File: src/rtl/cassette_fsk_tx_if.sv
// Byte handshake between a tape byte source and the cassette FSK transmitter.
interface cassette_fsk_tx_if;
  logic [7:0] byte_data;
  logic       byte_valid;
  logic       byte_ready;

  modport master (output byte_data, output byte_valid, input byte_ready);
  modport slave  (input byte_data, input byte_valid, output byte_ready);
endinterface

File: src/rtl/cassette_fsk_tx.sv
// Cassette FSK transmitter: serialises bytes LSB first as one square-wave cycle per bit,
// 1200 Hz for a "1" and 2400 Hz for a "0", with a one-byte holding register for streaming.
module cassette_fsk_tx #(
  parameter int          HALF_ONE  = 17898,
  parameter int          HALF_ZERO = 8949,
  parameter logic [11:0] SND_LEVEL = 12'd1024
) (
  input  logic              clk,
  input  logic              reset_n,
  input  logic              motor,
  input  logic              play,
  cassette_fsk_tx_if.slave  tx,
  output logic              casdout,
  output logic [11:0]       cass_snd,
  output logic              busy,
  output logic              underrun
);

  localparam logic [1:0] IDLE = 2'd0;
  localparam logic [1:0] LOAD = 2'd1;
  localparam logic [1:0] HIGH = 2'd2;
  localparam logic [1:0] LOW  = 2'd3;

  localparam logic [15:0] LOAD_ONE  = 16'(HALF_ONE - 1);
  localparam logic [15:0] LOAD_ZERO = 16'(HALF_ZERO - 1);

  logic [1:0]  state_reg, state_next;
  logic [15:0] cnt_reg, cnt_next;
  logic [2:0]  idx_reg, idx_next;
  logic [7:0]  shift_reg, shift_next;
  logic [7:0]  hold_reg, hold_next;
  logic        hold_full_reg, hold_full_next;
  logic        casdout_reg;
  logic [11:0] cass_snd_reg, cass_snd_next;
  logic        underrun_reg, underrun_next;

  logic        run;
  logic        accept;
  logic [7:0]  next_byte;

  function automatic logic [15:0] half_load(input logic bit_val);
    return bit_val ? LOAD_ONE : LOAD_ZERO;
  endfunction

  assign run           = motor & play;
  assign tx.byte_ready = ~hold_full_reg & run;
  assign accept        = tx.byte_valid & tx.byte_ready;
  // A byte accepted on the very clk bit 7 ends is forwarded straight into the shifter.
  assign next_byte     = hold_full_reg ? hold_reg : tx.byte_data;

  always_comb begin
    state_next     = state_reg;
    cnt_next       = cnt_reg;
    idx_next       = idx_reg;
    shift_next     = shift_reg;
    hold_next      = hold_reg;
    hold_full_next = hold_full_reg;
    underrun_next  = 1'b0;

    if (accept) begin
      hold_next      = tx.byte_data;
      hold_full_next = 1'b1;
    end

    if (!run) begin
      state_next = IDLE;
      cnt_next   = 16'd0;
      idx_next   = 3'd0;
      shift_next = 8'd0;
    end else begin
      case (state_reg)
        IDLE: begin
          if (hold_full_reg) state_next = LOAD;
        end
        LOAD: begin
          shift_next     = hold_reg;
          hold_full_next = 1'b0;
          idx_next       = 3'd0;
          cnt_next       = half_load(hold_reg[0]);
          state_next     = HIGH;
        end
        HIGH: begin
          if (cnt_reg == 16'd0) begin
            cnt_next   = half_load(shift_reg[0]);
            state_next = LOW;
          end else begin
            cnt_next = cnt_reg - 16'd1;
          end
        end
        LOW: begin
          if (cnt_reg != 16'd0) begin
            cnt_next = cnt_reg - 16'd1;
          end else if (idx_reg != 3'd7) begin
            shift_next = {1'b0, shift_reg[7:1]};
            idx_next   = idx_reg + 3'd1;
            cnt_next   = half_load(shift_reg[1]);
            state_next = HIGH;
          end else if (hold_full_reg || accept) begin
            shift_next     = next_byte;
            hold_full_next = 1'b0;
            idx_next       = 3'd0;
            cnt_next       = half_load(next_byte[0]);
            state_next     = HIGH;
          end else begin
            underrun_next = 1'b1;
            state_next    = IDLE;
          end
        end
        default: state_next = IDLE;
      endcase
    end
  end

  // Output level is decided from the next state so casdout/cass_snd come straight from flops.
  genvar gi;
  generate
    for (gi = 0; gi < 12; gi++) begin : g_snd
      assign cass_snd_next[gi] = (state_next == HIGH) & SND_LEVEL[gi];
    end
  endgenerate

  always_ff @(posedge clk or negedge reset_n) begin
    if (!reset_n) begin
      state_reg     <= IDLE;
      cnt_reg       <= 16'd0;
      idx_reg       <= 3'd0;
      shift_reg     <= 8'd0;
      hold_reg      <= 8'd0;
      hold_full_reg <= 1'b0;
      casdout_reg   <= 1'b0;
      cass_snd_reg  <= 12'd0;
      underrun_reg  <= 1'b0;
    end else begin
      state_reg     <= state_next;
      cnt_reg       <= cnt_next;
      idx_reg       <= idx_next;
      shift_reg     <= shift_next;
      hold_reg      <= hold_next;
      hold_full_reg <= hold_full_next;
      casdout_reg   <= (state_next == HIGH);
      cass_snd_reg  <= cass_snd_next;
      underrun_reg  <= underrun_next;
    end
  end

  assign casdout  = casdout_reg;
  assign cass_snd = cass_snd_reg;
  assign busy     = (state_reg != IDLE);
  assign underrun = underrun_reg;

endmodule

File: src/flat_wrapper.sv
// flat-port wrapper written by rule: the top's interface ports become plain ports
module cassette_fsk_tx_flat 
#(
  parameter int          HALF_ONE  = 17898,
  parameter int          HALF_ZERO = 8949,
  parameter logic [11:0] SND_LEVEL = 12'd1024
)
  (clk, reset_n, motor, play, casdout, cass_snd, busy, underrun, tx_byte_data, tx_byte_valid, tx_byte_ready);
  cassette_fsk_tx_if tx_i ();
  input  logic clk;
  input  logic reset_n;
  input  logic motor;
  input  logic play;
  output logic casdout;
  output logic [11:0] cass_snd;
  output logic busy;
  output logic underrun;
  input wire logic [$bits(tx_i.byte_data)-1:0] tx_byte_data;
  input wire logic [$bits(tx_i.byte_valid)-1:0] tx_byte_valid;
  output wire logic [$bits(tx_i.byte_ready)-1:0] tx_byte_ready;
  assign tx_i.byte_data = tx_byte_data;
  assign tx_i.byte_valid = tx_byte_valid;
  assign tx_byte_ready = tx_i.byte_ready;
  cassette_fsk_tx #(.HALF_ONE(HALF_ONE), .HALF_ZERO(HALF_ZERO), .SND_LEVEL(SND_LEVEL)) u_core (.clk(clk), .reset_n(reset_n), .motor(motor), .play(play), .tx(tx_i), .casdout(casdout), .cass_snd(cass_snd), .busy(busy), .underrun(underrun));
endmodule
File: config.mk
export PLATFORM = sky130hd
export DESIGN_NAME = cassette_fsk_tx_flat
export DESIGN_NICKNAME = d
export VERILOG_FILES = /design/src/rtl/cassette_fsk_tx_if.sv /design/src/rtl/cassette_fsk_tx.sv /design/src/flat_wrapper.sv
export SDC_FILE = /design/constraint.sdc
export NUM_CORES = 1
export LEC_CHECK = 0
export CAP_MARGIN = 20
export CORE_MARGIN = 3
export CORE_UTILIZATION = 50
export CTS_CLUSTER_SIZE = 20
export DETAILED_ROUTE_END_ITERATION = 8
export PLACE_DENSITY = 0.76
export SLEW_MARGIN = 15
export SYNTH_ARGS = -nofsm -noshare
export SYNTH_HDL_FRONTEND = slang
export SYNTH_SLANG_ARGS = --single-unit
File: constraint.sdc
create_clock -name clk -period 2.3 [get_ports clk]
set_clock_uncertainty 0.1 [all_clocks]
set_input_delay 0.23 -clock clk [delete_from_list [all_inputs] [get_ports clk]]
set_output_delay 0.23 -clock clk [all_outputs]
set_load 0.01 [all_outputs]
==> results.py, run 1 <==
metrics = {
    "layout": {
        "largest_reg_flops": 16,
        "layout_commonest_cell": "dfrtp_1",
        "finalInstanceArea_mm2": 0.00290,
        "syn_to_final_growth_pct": 22.1,
        "fin_nets": 303,
        "n_antenna_cell": 0,
        "mostFrequentLayoutCells": "40 x dfrtp_1, 32 x buf_4, 19 x o21ai_0, 16 x clkdlybuf4s50_1",
        "finish.utilization_pct": 64.8,
        "layout-drive-gt1-share_pct": 22.3,
        "num-fill-cells": 378,
    },
    "pwr": {
        "p_int_mw": 1.37,
        "p_switching_uw": 699,
        "switching_share_pct": 33.8,
        "seq_power_share_pct": 41.7,
        "peakVddDrop_mv": 0.321,
        "power_frac_clock_pct": 23.6,
        "p_per_area_mw_per_mm2": 712,
        "power.leakage_nw": 1.27,
        "combPwrFrac_pct": 34.6,
    },
    "sta": {
        "relSlewSlack_pct": 41.3,
        "worst_slew_pin_slew_ns": 0.881,
        "min_period_over_period_pct": 98.6,
        "slew_viol_final": 0,
        "fin_crit_ns": 2.27,
        "fmax_ghz": 0.441,
        "final-setup-viol-count": 0,
        "hold_violations": 0,
        "rsz0062_at_grt": "true",
    },
    "critical_path": {
        "crit_type": "reg2reg",
        "cp-startpoint": "u_core.cnt_reg[8]",
        "reg2reg_slack_ns": 0.03,
        "slowest_stage": "or4b_4",
        "cp_top_family": "simple AND/OR/NAND/NOR gates",
        "crit_cells": 5,
        "cp.required_ns": 2.38,
        "arrival_ns": 2.34,
        "critPathCapture": "u_core.cnt_reg[13]",
        "cp_num_buf_inv": 0,
        "rr_startpoint": "u_core.cnt_reg[8]",
        "reg2reg_depth": 5,
        "endpoint_kind": "register",
        "critPathMaxFanout": 5,
        "rr_endpoint": "u_core.cnt_reg[13]",
        "cp-start-kind": "register",
        "cpPeakStageDelay_ns": 0.59,
        "cp_cell_sequence": "or4_4 > or4b_4 > o31ai_4 > nor3_2 > a221o_1",
    },
    "floorplan": {
        "dieArea_mm2": 0.00562,
        "ios": 29,
        "row_count": 24,
        "start_util_pct": 53.1,
        "die_w_um": 74.9,
        "die-height_um": 74.9,
        "coreArea_mm2": 0.00447,
    },
    "grt": {
        "grt_max_degree": 41,
        "antenna_found_initial": 0,
        "grt_remaining_overflow": 0,
        "track_usage_pct": 21.6,
        "grt_pass1_vias": 1877,
        "grt_pass1_wl_um": 9110,
    },
    "clocking": {
        "cts_tree": "built",
        "clockBufferDepth": 2,
        "h-tree-depth": 2,
        "clk_latency_ns": 0.30,
        "numCtsBuffers": 5,
        "clk_pin_slew_ns": 0.08,
        "post_cts_buffers": 0,
        "cts_sinks": 40,
        "cts_root_buf": "clkbuf_8",
    },
    "drt": {
        "wl_per_cell_um": 16.7,
        "detail_route.first_pass.iterations": 5,
        "ant_nets": 0,
        "routed_wl_um": 5660,
        "drt_iter0_markers": 117,
        "route.detailed.drc": 0,
        "avgViaCountPerCell": 6.14,
        "vias": 2082,
    },
    "logic_synthesis": {
        "yosysWarnings": 0,
        "syn_area_mm2": 0.00238,
        "synth_cell_types": 54,
        "syn_area_per_cell_um2": 9.74,
        "ys_seq_elements": 40,
        "synth_cells": 244,
        "async_flop_share_pct": 100,
        "yosysSeqAreaShare_pct": 42.1,
        "synth_enable_flop_cells": 0,
        "ys.flop_type": "dfrtp_1",
    },
    "placed_design": {
        "port_buffers": 17,
        "place_area_mm2": 0.00274,
        "place.gp.congestion": 0.853,
        "dp_hpwl_um": 3980,
    },
    "outcome": {
        "status": "complete, no violations",
    },
    "hold_path": {
        "worstHoldPathType": "reg2reg",
    },
    "job": {
        "drv_cap": 0,
    },
}
## synthesized netlist by cell type, drive strengths merged (4+ instances only)
cell type | count | area share, %
buf | 14 | 4.5
nor2 | 9 | 1.5
a21oi | 4 | 0.84
mux2 | 8 | 3.8
nor3 | 15 | 3.2
o21ai | 20 | 4.2
a31oi | 6 | 1.6
inv | 8 | 1.3
dfrtp | 40 | 42
mux2i | 4 | 1.7
o2bb2ai | 10 | 3.7
nand3 | 9 | 1.9
a221o | 6 | 2.6
nor2b | 7 | 1.8
ha | 4 | 2.1
o221ai | 6 | 2.2
nand2 | 13 | 2.1
clkbuf | 11 | 1.7
## cells by family after synthesis
kind of cell / synth area share [%]
AOI/OAI and AO/OA: 25.6
DFF: 42.1
buffers and inverters: 7.48
adders and majority gates: 2.11
and+or+nand+nor: 17.1
other: 0.158
muxes: 5.48
## final cells by class
cell class                 instances  area (um2)  share of cell area [%]
multi-input combinational        181        1300                    44.7
sequential                        40        1000                    34.5
timing repair buffer              50         415                    14.3
clock buffer                       6        82.6                    2.85
tap                               52        65.1                    2.24
inverter                           8        30.0                    1.04
clock inverter                     2        10.0                   0.345
## what timing repair did
action | 4_1_cts | 5_1_grt
endpoints found under the hold margin | 40 | 0
gates resized for setup | 2 | 9
endpoints found under the setup margin | 4 | 20
pin swaps | 1 | 2
hold buffers | 1 | 0
## layer usage
metal / wire length, um / up-vias / GRT usage (%)
met1: 2740 / 991 / 32.1
met4: 82 / 0 / 7.31
li1: - / 1000 / -
met2: 2530 / 84 / 31.5
met5: 0 / - / 0
met3: 313 / 7 / 4.01
## how the worst min path moves through the flow
stage	start	to	slack [ns]	depth (start not counted)
floorplan	reset_n	u_core.cass_snd[10]	-0.17	0
global placement	reset_n	u_core.hold_reg[2]	0.30	1
detailed placement	reset_n	u_core.hold_reg[2]	0.30	1
CTS	u_core.shift_reg[5]	u_core.shift_reg[5]	0.40	1
global route	u_core.shift_reg[5]	u_core.shift_reg[5]	0.41	1
finish	u_core.shift_reg[5]	u_core.shift_reg[5]	0.40	1
## per-stage QoR
stage | setup TNS, ns | std cells | total power, mW | worst slack (ns) | hold WS [ns]
5_1_grt | -0.0575 | 339 | 2.18 | -0.0358 | 0.412
6_report | 0 | 339 | 2.07 | 0.0317 | 0.395
2_1_floorplan | 0 | 254 | 1.29 | 0.0157 | -0.166
3_5_place_dp | 0 | 330 | 1.53 | 0.00115 | 0.305
4_1_cts | 0 | 339 | 2.03 | 0.0182 | 0.397
3_3_place_gp | 0 | 330 | 1.52 | 0.0244 | 0.303
## worst register-to-register path: stages, from the launching register on
cell and delay (ns):
dfrtp_1 0.38, or4_4 0.55, or4b_4 0.59, o31ai_4 0.20, nor3_2 0.05, a221o_1 0.28
## power by group through the flow
stage | clock network (mW) | registers (mW) | logic, mW
after floorplan | 0 | 0.852 | 0.435
after global placement | 0 | 0.867 | 0.651
after detailed placement | 0 | 0.870 | 0.662
after CTS | 0.500 | 0.858 | 0.672
after global routing | 0.531 | 0.871 | 0.780
final | 0.488 | 0.862 | 0.715
Power figures use the tool's default switching activity.
==> run 2: changes to the inputs <==
CELL_PAD_IN_SITES_DETAIL_PLACEMENT = 1   (was default)
CELL_PAD_IN_SITES_GLOBAL_PLACEMENT = 1   (was default)
CORE_UTILIZATION = 46   (was 50)
PLACE_DENSITY = default   (was 0.76)
PLACE_DENSITY_LB_ADDON = 0.1   (was default)
clock period = 2.8 ns   (was 2.3 ns; I/O delays follow)
==> run 2 against run 1 <==
The run now ends with hold timing left. Routed wire length grew 9.7%. Non-clock buffer count shrank 26. Worst hold slack lost 0.40 ns. Critical path depth is the same. Sequential power shrank 16%. Critical path type unchanged. Critical endpoint is now u_core.cnt_reg[2]. Largest cell class unchanged.
==> results.py, run 2 (synthesis results as in run 1) <==
metrics = {
    "outcome": {
        "status": "complete, but fails checks",
        "violations": "hold timing",
    },
    "sta": {
        "final-setup-viol-count": 0,
        "worst_slew_pin_slew_ns": 0.921,
        "fin_crit_ns": 2.60,
        "relSlewSlack_pct": 38.3,
        "whs_ns": -0.00108,
        "slew_viol_final": 0,
        "hold_violations": 4,
        "fin_ws_ns": 0.197,
        "fmax_ghz": 0.384,
        "fin_tns_setup_ns": 0,
        "min_period_over_period_pct": 93.0,
        "rsz0062_at_grt": "false",
    },
    "drt": {
        "avgViaCountPerCell": 6.19,
        "route.detailed.drc": 0,
        "ant_nets": 0,
        "vias": 2030,
        "wl_per_cell_um": 18.9,
        "detail_route.first_pass.iterations": 4,
        "drt_iter0_markers": 108,
        "routed_wl_um": 6210,
    },
    "clocking": {
        "numCtsBuffers": 5,
        "clk_latency_ns": 0.30,
        "cts_hold_buf": 0,
        "h-tree-depth": 2,
        "clk_pin_slew_ns": 0.09,
        "clockBufferDepth": 2,
        "cts_sinks": 40,
        "cts_tree": "built",
        "post_cts_buffers": 0,
        "ctsResizeCount": 0,
        "cts_root_buf": "clkbuf_8",
    },
    "critical_path": {
        "crit_type": "reg2reg",
        "endpoint_kind": "register",
        "critPathMaxFanout": 5,
        "cp-start-kind": "register",
        "cp.required_ns": 2.89,
        "rr_startpoint": "u_core.cnt_reg[13]",
        "arrival_ns": 2.69,
        "cp-startpoint": "u_core.cnt_reg[13]",
    },
    "floorplan": {
        "die-height_um": 77.9,
        "coreArea_mm2": 0.00485,
        "dieArea_mm2": 0.00606,
        "row_count": 25,
        "ios": 29,
        "die_w_um": 77.9,
        "start_util_pct": 49.0,
    },
    "pwr": {
        "peakVddDrop_mv": 0.248,
        "power.leakage_nw": 1.14,
        "power_mw": 1.66,
        "p_per_area_mw_per_mm2": 619,
    },
    "grt": {
        "grt_pass1_vias": 2058,
        "grt_pass1_wl_um": 10600,
        "track_usage_pct": 21.8,
        "antenna_found_initial": 0,
        "grt_remaining_overflow": 0,
        "grt_max_degree": 41,
    },
    "placed_design": {
        "port_buffers": 17,
        "place.gp.congestion": 0.798,
        "dp.cells": 320,
        "dp_hpwl_um": 4420,
        "preCtsSetupSlack_ns": 0.252,
    },
    "layout": {
        "num-fill-cells": 576,
        "layout-drive-gt1-share_pct": 11.9,
        "mostFrequentLayoutCells": "40 x dfrtp_1, 19 x o21ai_0, 16 x clkdlybuf4s50_1, 15 x nor3_1, 13 x nand2_1",
        "layout_commonest_cell": "dfrtp_1",
        "fin_nets": 277,
        "syn_to_final_growth_pct": 12.7,
        "n_antenna_cell": 0,
        "fin_cells": 328,
        "seqCellArea_mm2": 0.00100,
        "multi_input_area_mm2": 0.00123,
        "largest_reg_flops": 16,
    },
    "job": {
        "drv_cap": 0,
    },
    "hold_path": {
        "worstHoldPathType": "in2async",
    },
}
## run 2: cell types whose count changed in the layout (fill, tap and decap cells not counted), sizes merged
cell         before  now
clkinv            2    1
dlygate4sd3       1    0
bufinv            0    1
buf              33    8
clkbuf            6    5
clkinvlp          0    1
## run 2: power by group
part	total [mW]	internal (mW)	leakage [nW]	switching (mW)
registers	0.723	0.643	0.535	0.0794
clock network	0.482	0.264	0.0541	0.218
logic	0.455	0.196	0.548	0.259
total	1.66	1.10	1.14	0.556
## run 2: final timing paths
kind                                        to  slack, ns  cells past startpoint
max                          u_core.cnt_reg[2]       0.20                      5
min                          u_core.cnt_reg[5]     -0.001                      1
max reg2reg                  u_core.cnt_reg[2]       0.20                      5
min reg2reg                u_core.shift_reg[1]       0.40                      1
max in group asynchronous    u_core.cnt_reg[0]       2.03                      1
min in group clk           u_core.shift_reg[1]       0.40                      1
## run 2: area by class of cell
cell class	instances	area share, %
tap	67	3.13
clock inverter	3	1.59
clock buffer	5	2.57
multi-input combinational	181	46.1
timing repair buffer	24	8.13
sequential	40	37.4
inverter	8	1.12
## run 2: through the flow
stage,util [%],cell area (um2)
global route,55.3,2680
floorplan,-,2410
CTS,55.3,2680
detailed placement,53.0,2570
finish,55.3,2680
global placement,53.0,2570
## run 2: critical path, stage by stage, from the launching register on
cell and delay (ns):
dfrtp_1 0.44, or3_1 0.45, nor3b_1 0.57, o2111a_1 0.42
nor2_1 0.14, a221o_2 0.37
## run 2: layer usage
metal  GRT usage (%)  vias to the layer above  routed length (um)
met4            5.34                        0                  55
met3            3.25                        6                 235
met5               0                        -                   0
met2            33.6                       50                2780
li1                -                      947                   -
met1            32.1                     1027                3140
